$ cat src/rtl/pipe_hazard_scoreboard.sv
// Hazard, forwarding, flush and interrupt-drain controller for the 5-stage SCPU pipeline.
// Optional single-step debug control is compiled in when DEBUG_STEP_EN is defined.
module pipe_hazard_scoreboard #(
    parameter int NREG      = 32,
    parameter int NSTAGE    = 3,
    parameter int LOAD_LAT  = 1,
    parameter int FLUSH_CYC = 1,
    localparam int RW       = $clog2(NREG),
    localparam int FW       = $clog2(NSTAGE + 1)
) (
    input  logic          i_clk,
    input  logic          i_rst,
    input  logic          i_id_valid,
    input  logic [RW-1:0] i_id_rs,
    input  logic [RW-1:0] i_id_rt,
    input  logic          i_id_rs_use,
    input  logic          i_id_rt_use,
    input  logic [RW-1:0] i_id_wr,
    input  logic          i_id_wr_en,
    input  logic          i_id_load,
    input  logic          i_br_taken,
    input  logic          i_int_req,
    input  logic          i_ret_req,
`ifdef DEBUG_STEP_EN
    input  logic          i_debug_en,
    input  logic          i_debug_step,
`endif
    output logic [FW-1:0] o_fwd_a,
    output logic [FW-1:0] o_fwd_b,
    output logic          o_stall,
    output logic          o_if_en,
    output logic          o_id_flush,
    output logic          o_ex_flush,
    output logic          o_int_ack,
    output logic          o_busy
);

    localparam int CW = (FLUSH_CYC > 1) ? $clog2(FLUSH_CYC + 1) : 1;

    typedef enum logic [1:0] {
        ST_RUN   = 2'd0,
        ST_DRAIN = 2'd1,
        ST_ACK   = 2'd2
    } state_t;

    state_t          r_state;
    state_t          w_state_nxt;

    logic [NSTAGE:1] r_tag_vld;
    logic [NSTAGE:1] r_tag_ld;
    logic [RW-1:0]   r_tag_wr [1:NSTAGE];
    logic [CW-1:0]   r_flush_cnt;

    logic [FW-1:0]   w_fwd_a;
    logic [FW-1:0]   w_fwd_b;
    logic            w_ld_a;
    logic            w_ld_b;
    logic            w_stall_raw;
    logic            w_id_enter;
    logic            w_advance;

`ifdef DEBUG_STEP_EN
    logic r_dbg_step_q;
    logic r_dbg_pulse;

    // A rising edge of debug_step releases exactly one advance on the following cycle.
    always_ff @(posedge i_clk) begin
        if (!i_rst) begin
            r_dbg_step_q <= 1'b0;
            r_dbg_pulse  <= 1'b0;
        end else begin
            r_dbg_step_q <= i_debug_step;
            r_dbg_pulse  <= i_debug_step & ~r_dbg_step_q;
        end
    end

    assign w_advance = ~i_debug_en | r_dbg_pulse;
`else
    assign w_advance = 1'b1;
`endif

    // Scan oldest to youngest so the youngest matching producer wins.
    always_comb begin
        w_fwd_a = '0;
        w_fwd_b = '0;
        w_ld_a  = 1'b0;
        w_ld_b  = 1'b0;
        for (int k = NSTAGE; k >= 1; k--) begin
            if (i_id_rs_use && (i_id_rs != '0) && r_tag_vld[k] && (r_tag_wr[k] == i_id_rs)) begin
                w_fwd_a = FW'(k);
                w_ld_a  = r_tag_ld[k] && (k <= LOAD_LAT);
            end
            if (i_id_rt_use && (i_id_rt != '0) && r_tag_vld[k] && (r_tag_wr[k] == i_id_rt)) begin
                w_fwd_b = FW'(k);
                w_ld_b  = r_tag_ld[k] && (k <= LOAD_LAT);
            end
        end
    end

    assign o_fwd_a     = w_fwd_a;
    assign o_fwd_b     = w_fwd_b;
    assign w_stall_raw = i_id_valid & (w_ld_a | w_ld_b);

    always_comb begin
        o_stall    = 1'b0;
        o_if_en    = w_advance;
        o_id_flush = 1'b0;
        o_ex_flush = 1'b0;
        o_int_ack  = (r_state == ST_ACK);
        o_busy     = (r_state != ST_RUN);
        if (i_br_taken) begin
            o_ex_flush = 1'b1;
            o_id_flush = 1'b1;
        end else if (r_state == ST_DRAIN) begin
            o_if_en    = 1'b0;
            o_id_flush = 1'b1;
        end else if (r_state == ST_ACK) begin
            o_id_flush = 1'b1;
        end else if (r_flush_cnt != '0) begin
            o_id_flush = 1'b1;
        end else if (i_ret_req) begin
            o_id_flush = 1'b1;
        end else if (w_stall_raw) begin
            o_stall    = 1'b1;
            o_if_en    = 1'b0;
            o_id_flush = 1'b1;
        end
    end

    // An interrupt waits for any outstanding redirect flush before draining.
    always_comb begin
        w_state_nxt = r_state;
        case (r_state)
            ST_RUN:   if (i_int_req && !i_br_taken && (r_flush_cnt == '0)) w_state_nxt = ST_DRAIN;
            ST_DRAIN: if (r_tag_vld == '0) w_state_nxt = ST_ACK;
            ST_ACK:   w_state_nxt = ST_RUN;
            default:  w_state_nxt = ST_RUN;
        endcase
    end

    always_ff @(posedge i_clk) begin
        if (!i_rst) begin
            r_state <= ST_RUN;
        end else begin
            r_state <= w_state_nxt;
        end
    end

    always_ff @(posedge i_clk) begin
        if (!i_rst) begin
            r_flush_cnt <= '0;
        end else if (i_br_taken) begin
            r_flush_cnt <= CW'(FLUSH_CYC - 1);
        end else if (r_flush_cnt != '0) begin
            r_flush_cnt <= r_flush_cnt - CW'(1);
        end
    end

    assign w_id_enter = i_id_valid & ~o_stall & ~o_id_flush & (r_state == ST_RUN);

    // ID -> EX boundary, then EX -> MEM -> WB shift of producer tags.
    always_ff @(posedge i_clk) begin
        if (!i_rst) begin
            r_tag_vld <= '0;
        end else if (w_advance) begin
            r_tag_vld[1] <= w_id_enter & i_id_wr_en & (i_id_wr != '0);
            for (int k = 2; k <= NSTAGE; k++) begin
                r_tag_vld[k] <= r_tag_vld[k-1];
            end
        end
    end

    always_ff @(posedge i_clk) begin
        if (w_advance) begin
            r_tag_wr[1] <= i_id_wr;
            r_tag_ld[1] <= i_id_load;
            for (int k = 2; k <= NSTAGE; k++) begin
                r_tag_wr[k] <= r_tag_wr[k-1];
                r_tag_ld[k] <= r_tag_ld[k-1];
            end
        end
    end

endmodule

$ cat config.mk
export PLATFORM = sky130hd
export DESIGN_NAME = pipe_hazard_scoreboard
export DESIGN_NICKNAME = d
export VERILOG_FILES = /design/src/rtl/pipe_hazard_scoreboard.sv
export SDC_FILE = /design/constraint.sdc
export NUM_CORES = 1
export LEC_CHECK = 0
export CAP_MARGIN = 20
export CORE_ASPECT_RATIO = 0.8
export CORE_MARGIN = 3
export CORE_UTILIZATION = 47
export CTS_CLUSTER_DIAMETER = 50
export DETAILED_ROUTE_END_ITERATION = 10
export HOLD_SLACK_MARGIN = 0.08
export PLACE_DENSITY = 0.78
export SLEW_MARGIN = 10
export SYNTH_ARGS = -nofsm -noshare
export SYNTH_HDL_FRONTEND = slang
export SYNTH_SLANG_ARGS = --single-unit
$ cat constraint.sdc
create_clock -name i_clk -period 3.4 [get_ports i_clk]
set_clock_uncertainty 0.15 [all_clocks]
set_input_delay 0.51 -clock i_clk [delete_from_list [all_inputs] [get_ports i_clk]]
set_output_delay 0.51 -clock i_clk [all_outputs]
set_load 0.02 [all_outputs]
* Word level (Yosys, flattened, before mapping)
Memory sizes are Yosys's and may differ from the RTL's.
Cells that the tools add are included.
** Operators by class
- $add $sub $neg :: 1
- Equal/unequal tests :: 10
- Multiplexer cells :: 29
- Bitwise logic cells :: 11
- Reduce and logical (&&, ||, !) cells :: 25
** Operator list (count)
- 5-bit == test :: 6
- 1-bit 2-to-1 mux :: 20
- 1-bit logical AND :: 16
- 2-bit 2-to-1 mux :: 8
- 5-bit nonzero test :: 3
- 1-bit bitwise AND :: 6
- 1-bit inverter :: 4
- 2-bit one-hot mux with 2 select lines :: 1
- 3-bit logical NOT :: 1
- 3-bit OR reduction :: 1
- 2-bit by 1-bit == test with 1-bit output (second input constant) :: 1
- 2-bit == test (second input constant) :: 1
- 2-bit logical NOT :: 1
- 2-bit by 1-bit != test with 1-bit output (second input constant) :: 1
- 2-bit != test (second input constant) :: 1
- 2-bit AND reduction :: 1
- 2-bit nonzero test :: 1
- 1-bit logical NOT :: 1
- 1-bit bitwise OR :: 1
- 1-bit subtractor (second input constant) :: 1
** Storage, ports and cells
- Register bits :: 7
- Memory bits (writable) :: 15
- Input bits :: 25
- Memories kept :: 1
** Memory list
- r_tag_wr :: depth 3, width 5, read ports 3, clocked after memory_dff 0, write ports 3, RTL line 51 : logic [RW-1:0] r_tag_wr [1:NSTAGE];

* Depth between registers and ports, before layout
- Depth after elaboration :: 19
- Mapped depth :: 5

* Worst setup path before layout
No wires, ideal clock.
- Path type :: input to output
- From :: in i_id_rt[4]
- To :: out o_if_en
- Arrival time :: 1.826 ns
- Data required time :: 2.740 ns
- Slack :: 0.914 ns
- Stages :: 5
- Cell sequence :: or4_1 > o21ai_2 > nand4b_1 > a21oi_2 > a31oi_1
** Between the ends
- Longest elaborated chain between the ends :: 13
** RTL lines
- start, declared :: RTL line 15 : input logic [RW-1:0] i_id_rt,
- 5-bit nonzero test :: RTL line 93 : if (i_id_rt_use && (i_id_rt != '0) && r_tag_vld[k] && (r_tag_wr[k] == i_id_rt)) begin
- 1-bit logical AND (2 in series) :: RTL line 93
- 1-bit logical AND * :: RTL line 93
- 1-bit 2-to-1 mux * :: RTL line 93
- 1-bit bitwise OR * :: RTL line 102 : assign w_stall_raw = i_id_valid & (w_ld_a | w_ld_b);
- 1-bit bitwise AND * :: RTL line 102
- 1-bit 2-to-1 mux * :: RTL line 123 : end else if (w_stall_raw) begin
- 1-bit 2-to-1 mux * :: RTL line 121 : end else if (i_ret_req) begin
- 1-bit 2-to-1 mux * :: RTL line 119 : end else if (r_flush_cnt != '0) begin
- 1-bit 2-to-1 mux * :: RTL line 117 : end else if (r_state == ST_ACK) begin
- 1-bit 2-to-1 mux * :: RTL line 114 : end else if (r_state == ST_DRAIN) begin
- 1-bit 2-to-1 mux * :: RTL line 111 : if (i_br_taken) begin
- end, declared :: RTL line 31 : output logic o_if_en,
Every way passes the cells marked *; elsewhere a longest branch is shown, timed or not.

* Worst setup path after layout
- From :: in i_id_rt[4]
- To :: out o_id_flush
** Between the ends
- Longest elaborated chain between the ends :: 13
** RTL lines
- 5-bit nonzero test :: RTL line 93
- 1-bit logical AND (2 in series) :: RTL line 93
- 1-bit logical AND * :: RTL line 93
- 1-bit 2-to-1 mux * :: RTL line 93
- 1-bit bitwise OR * :: RTL line 102
- 1-bit bitwise AND * :: RTL line 102
- 1-bit 2-to-1 mux * :: RTL line 123
- 1-bit 2-to-1 mux * :: RTL line 121
- 1-bit 2-to-1 mux * :: RTL line 119
- 1-bit 2-to-1 mux * :: RTL line 117
- 1-bit 2-to-1 mux * :: RTL line 114
- 1-bit 2-to-1 mux * :: RTL line 111
- end, declared :: RTL line 32 : output logic o_id_flush,
Marks and branches as above.

==> results.cfg <==
[synth]
syn_area_mm2 = 0.00103
syn_area_per_cell_um2 = 9.90
synthCells = 104
yosysWarnings = 0
synthesis.nets = 129
synth_top_family_by_area = XOR/XNOR gates
muxShareOfSynthArea = 0
yosys.area_share.simple = 0.233
ys_seq_area_frac = 0.428
synth-adder-area-share = 0
synth.distinct_cells = 30
synth_xor_xnor_area_share = 0.255
ys_ff_latch = 22
synth_compound_area_frac = 0.0656

[clocking]
clk_latency_ps = 310
postCtsHoldBufs = 0
numCtsBuffers = 3
h-tree-depth = 1
post_cts_buffers = 0
ctsLongestPathBuffers = 2
cts_resized = 3
cts_tree = yes
clkSinkCount = 22
clkTransAtPathRegs_ps = 130
ctsRootBufferMaster = clkbuf_4

[critical_path]
worstSetupPathType = in -> out
startpoint_type = input port
worst_ep_arrival_time_ps = 2540
required_ps = 2740
cp_max_fo = 4
cp_cell_sequence = clkdlybuf4s50_1 -> or4_1 -> o21ai_2 -> nand4b_1 -> a21oi_2 -> or2_1 -> dlygate4sd2_1
cp-end-kind = output pin
slowest_delay_ps = 560
crit_path_top_delay_cell = or4_1

[global_routing]
grt_pass1_wl_um = 4100
grt_overflow = 0
grt_pass1_vias = 868
grt_max_degree = 14
antenna_found_initial = 0
grtUsageTotal = 0.207

[detailed_routing]
drt_wl_total_um = 2620
vias = 949
antenna_left = 0
post-route-drc-count = 0
drt-initial-drc-count = 29
route.met3.wl_um = 337
wl_met1_um = 1120
route.met2.wl_um = 1120
routed.top_layer = met4
viasPerCell = 5.36
first_pass_iters = 4
wire_per_inst_um = 14.8

[floorplanning]
die_w_um = 58.3
start_util = 0.520
die_h_um = 47.9
die-area_mm2 = 0.00279
boundaryPins = 35
core_mm2 = 0.00198
rows = 14

[finish]
nFillCells = 146
final_common_cell = clkdlybuf4s50_1
drive_above_1_share = 0.150
multi_input_area_um2 = 581
diodes = 0
area_growth_pct = 50.7
layout_common_cells = 27 x clkdlybuf4s50_1, 22 x dfxtp_1, 20 x xnor2_1
regArea_um2 = 440
final_nets = 179
fin_area_mm2 = 0.00155

[sta]
setup_viol = 0
setup_tns_ps = 0
finalCritPeriodShare = 0.942
rsz0062_at_grt = no
min_period_ps = 3200
slew_violations = 0
final-hold-violation-count = 0
max_freq_mhz = 312

[power]
switching_share = 0.225
p_leak_nw = 0.693
total_power_uw = 579
seqPwrFrac = 0.488
p_comb_frac = 0.168
p_int_uw = 449
pwr-share-clk = 0.344
p_per_area_mw_per_mm2 = 373
max-vdd-ir-drop_mv = 0.477
p_switching_uw = 130

[run_status]
status = finished, final reports clean

[place]
post-dp-hpwl_um = 2140
placed_area_mm2 = 0.00148
gp_congestion = 0.964
port_buffers = 34

[job]
maxCapViolCount = 0

[hold_path]
min_path_type = reg -> reg
## area by class of cell
| cell class | count | share of cell area |
|---|---|---|
| Sequential cell | 22 | 0.284 |
| Multi-Input combinational cell | 79 | 0.374 |
| Inverter | 2 | 0.00484 |
| Tap cell | 24 | 0.0194 |
| Clock buffer | 3 | 0.0145 |
| Timing Repair Buffer | 46 | 0.284 |
| Clock inverter | 1 | 0.0194 |
## worst max-delay path: cells and delay by family
| family | cells | cell delay, ps |
|---|---|---|
| and+or+nand+nor | 3 | 970 |
| AOI/OAI and AO/OA | 2 | 240 |
| buffers and inverters | 2 | 810 |
## synthesized netlist by cell type
| cell type | count | area, µm² |
|---|---|---|
| o21ai_2 | 2 | 17.5 |
| nor4_1 | 4 | 25.0 |
| or4b_1 | 1 | 10.0 |
| nand4b_1 | 1 | 8.76 |
| nor2b_1 | 2 | 12.5 |
| or2_1 | 1 | 6.26 |
| nand2_1 | 5 | 18.8 |
| nand2b_1 | 3 | 18.8 |
| conb_1 | 1 | 3.75 |
| inv_1 | 2 | 7.51 |
| xor2_1 | 10 | 87.6 |
| nor2_1 | 3 | 11.3 |
| and2_1 | 2 | 12.5 |
| dfxtp_1 | 22 | 440 |
| nand4b_2 | 1 | 15.0 |
| nand4_1 | 5 | 31.3 |
| a21oi_2 | 1 | 8.76 |
| o31ai_1 | 1 | 7.51 |
| nand3_1 | 3 | 15.0 |
| buf_4 | 1 | 7.51 |
| nor3_1 | 3 | 15.0 |
| a31oi_1 | 1 | 6.26 |
| o21ai_0 | 1 | 5.00 |
| xnor2_1 | 20 | 175 |
| or4_4 | 1 | 11.3 |
| o21a_1 | 1 | 7.51 |
| a21boi_0 | 1 | 7.51 |
| or2_2 | 1 | 6.26 |
| a21boi_1 | 1 | 7.51 |
| or4_1 | 3 | 22.5 |
## sequential cells by signal, indices dropped and copies added (netlist names)
| signal | count |
|---|---|
| r_flush_cnt | 1 |
| r_state | 2 |
| r_tag_ld | 1 |
| r_tag_vld | 3 |
| r_tag_wr | 15 |
## metal layers
| metal | GRT usage | up-vias |
|---|---|---|
| li1 | - | 460 |
| met4 | 0.0741 | 0 |
| met2 | 0.312 | 53 |
| met1 | 0.278 | 430 |
| met3 | 0.0674 | 6 |
| met5 | 0 | - |
## stage by stage
stage	worst slack, ps	cells	hold slack [ps]	utilization
2_1_floorplan	914	104	223	-
3_3_place_gp	13.9	173	239	0.749
3_5_place_dp	-62.4	173	233	0.749
4_1_cts	6.21	177	251	0.777
5_1_grt	142	177	268	0.784
6_report	196	177	247	0.784
## cell families (layout without fill, tap and decap cells)
kind of cell / after synthesis / after routing
flip-flops: 22 / 22
buffers and inverters: 3 / 52
XOR/XNOR: 30 / 30
other: 1 / 1
AO/OA/AOI/OAI: 9 / 9
AND/OR/NAND/NOR: 39 / 39
## path summary, 6_finish.rpt
check                         end  slack, ps       startpoint  depth (start not counted)
hold / removal    r_tag_wr[0][19]        250  r_tag_wr[0][14]                          0
hold reg to reg   r_tag_wr[0][19]        250  r_tag_wr[0][14]                          0
setup / recovery       o_id_flush        200       i_id_rt[4]                          7
setup reg to reg     r_tag_vld[1]       1770   r_tag_wr[0][6]                          5
## power groups by stage
stage | combinational (mW) | clock (mW) | sequential, mW
final | 0.0974 | 0.199 | 0.283
after global routing | 0.104 | 0.214 | 0.284
after CTS | 0.0975 | 0.203 | 0.282
after detailed placement | 0.0961 | 0 | 0.288
after global placement | 0.0944 | 0 | 0.288
after floorplan | 0.0417 | 0 | 0.284
No activity file was read; power rests on OpenSTA's default activity.
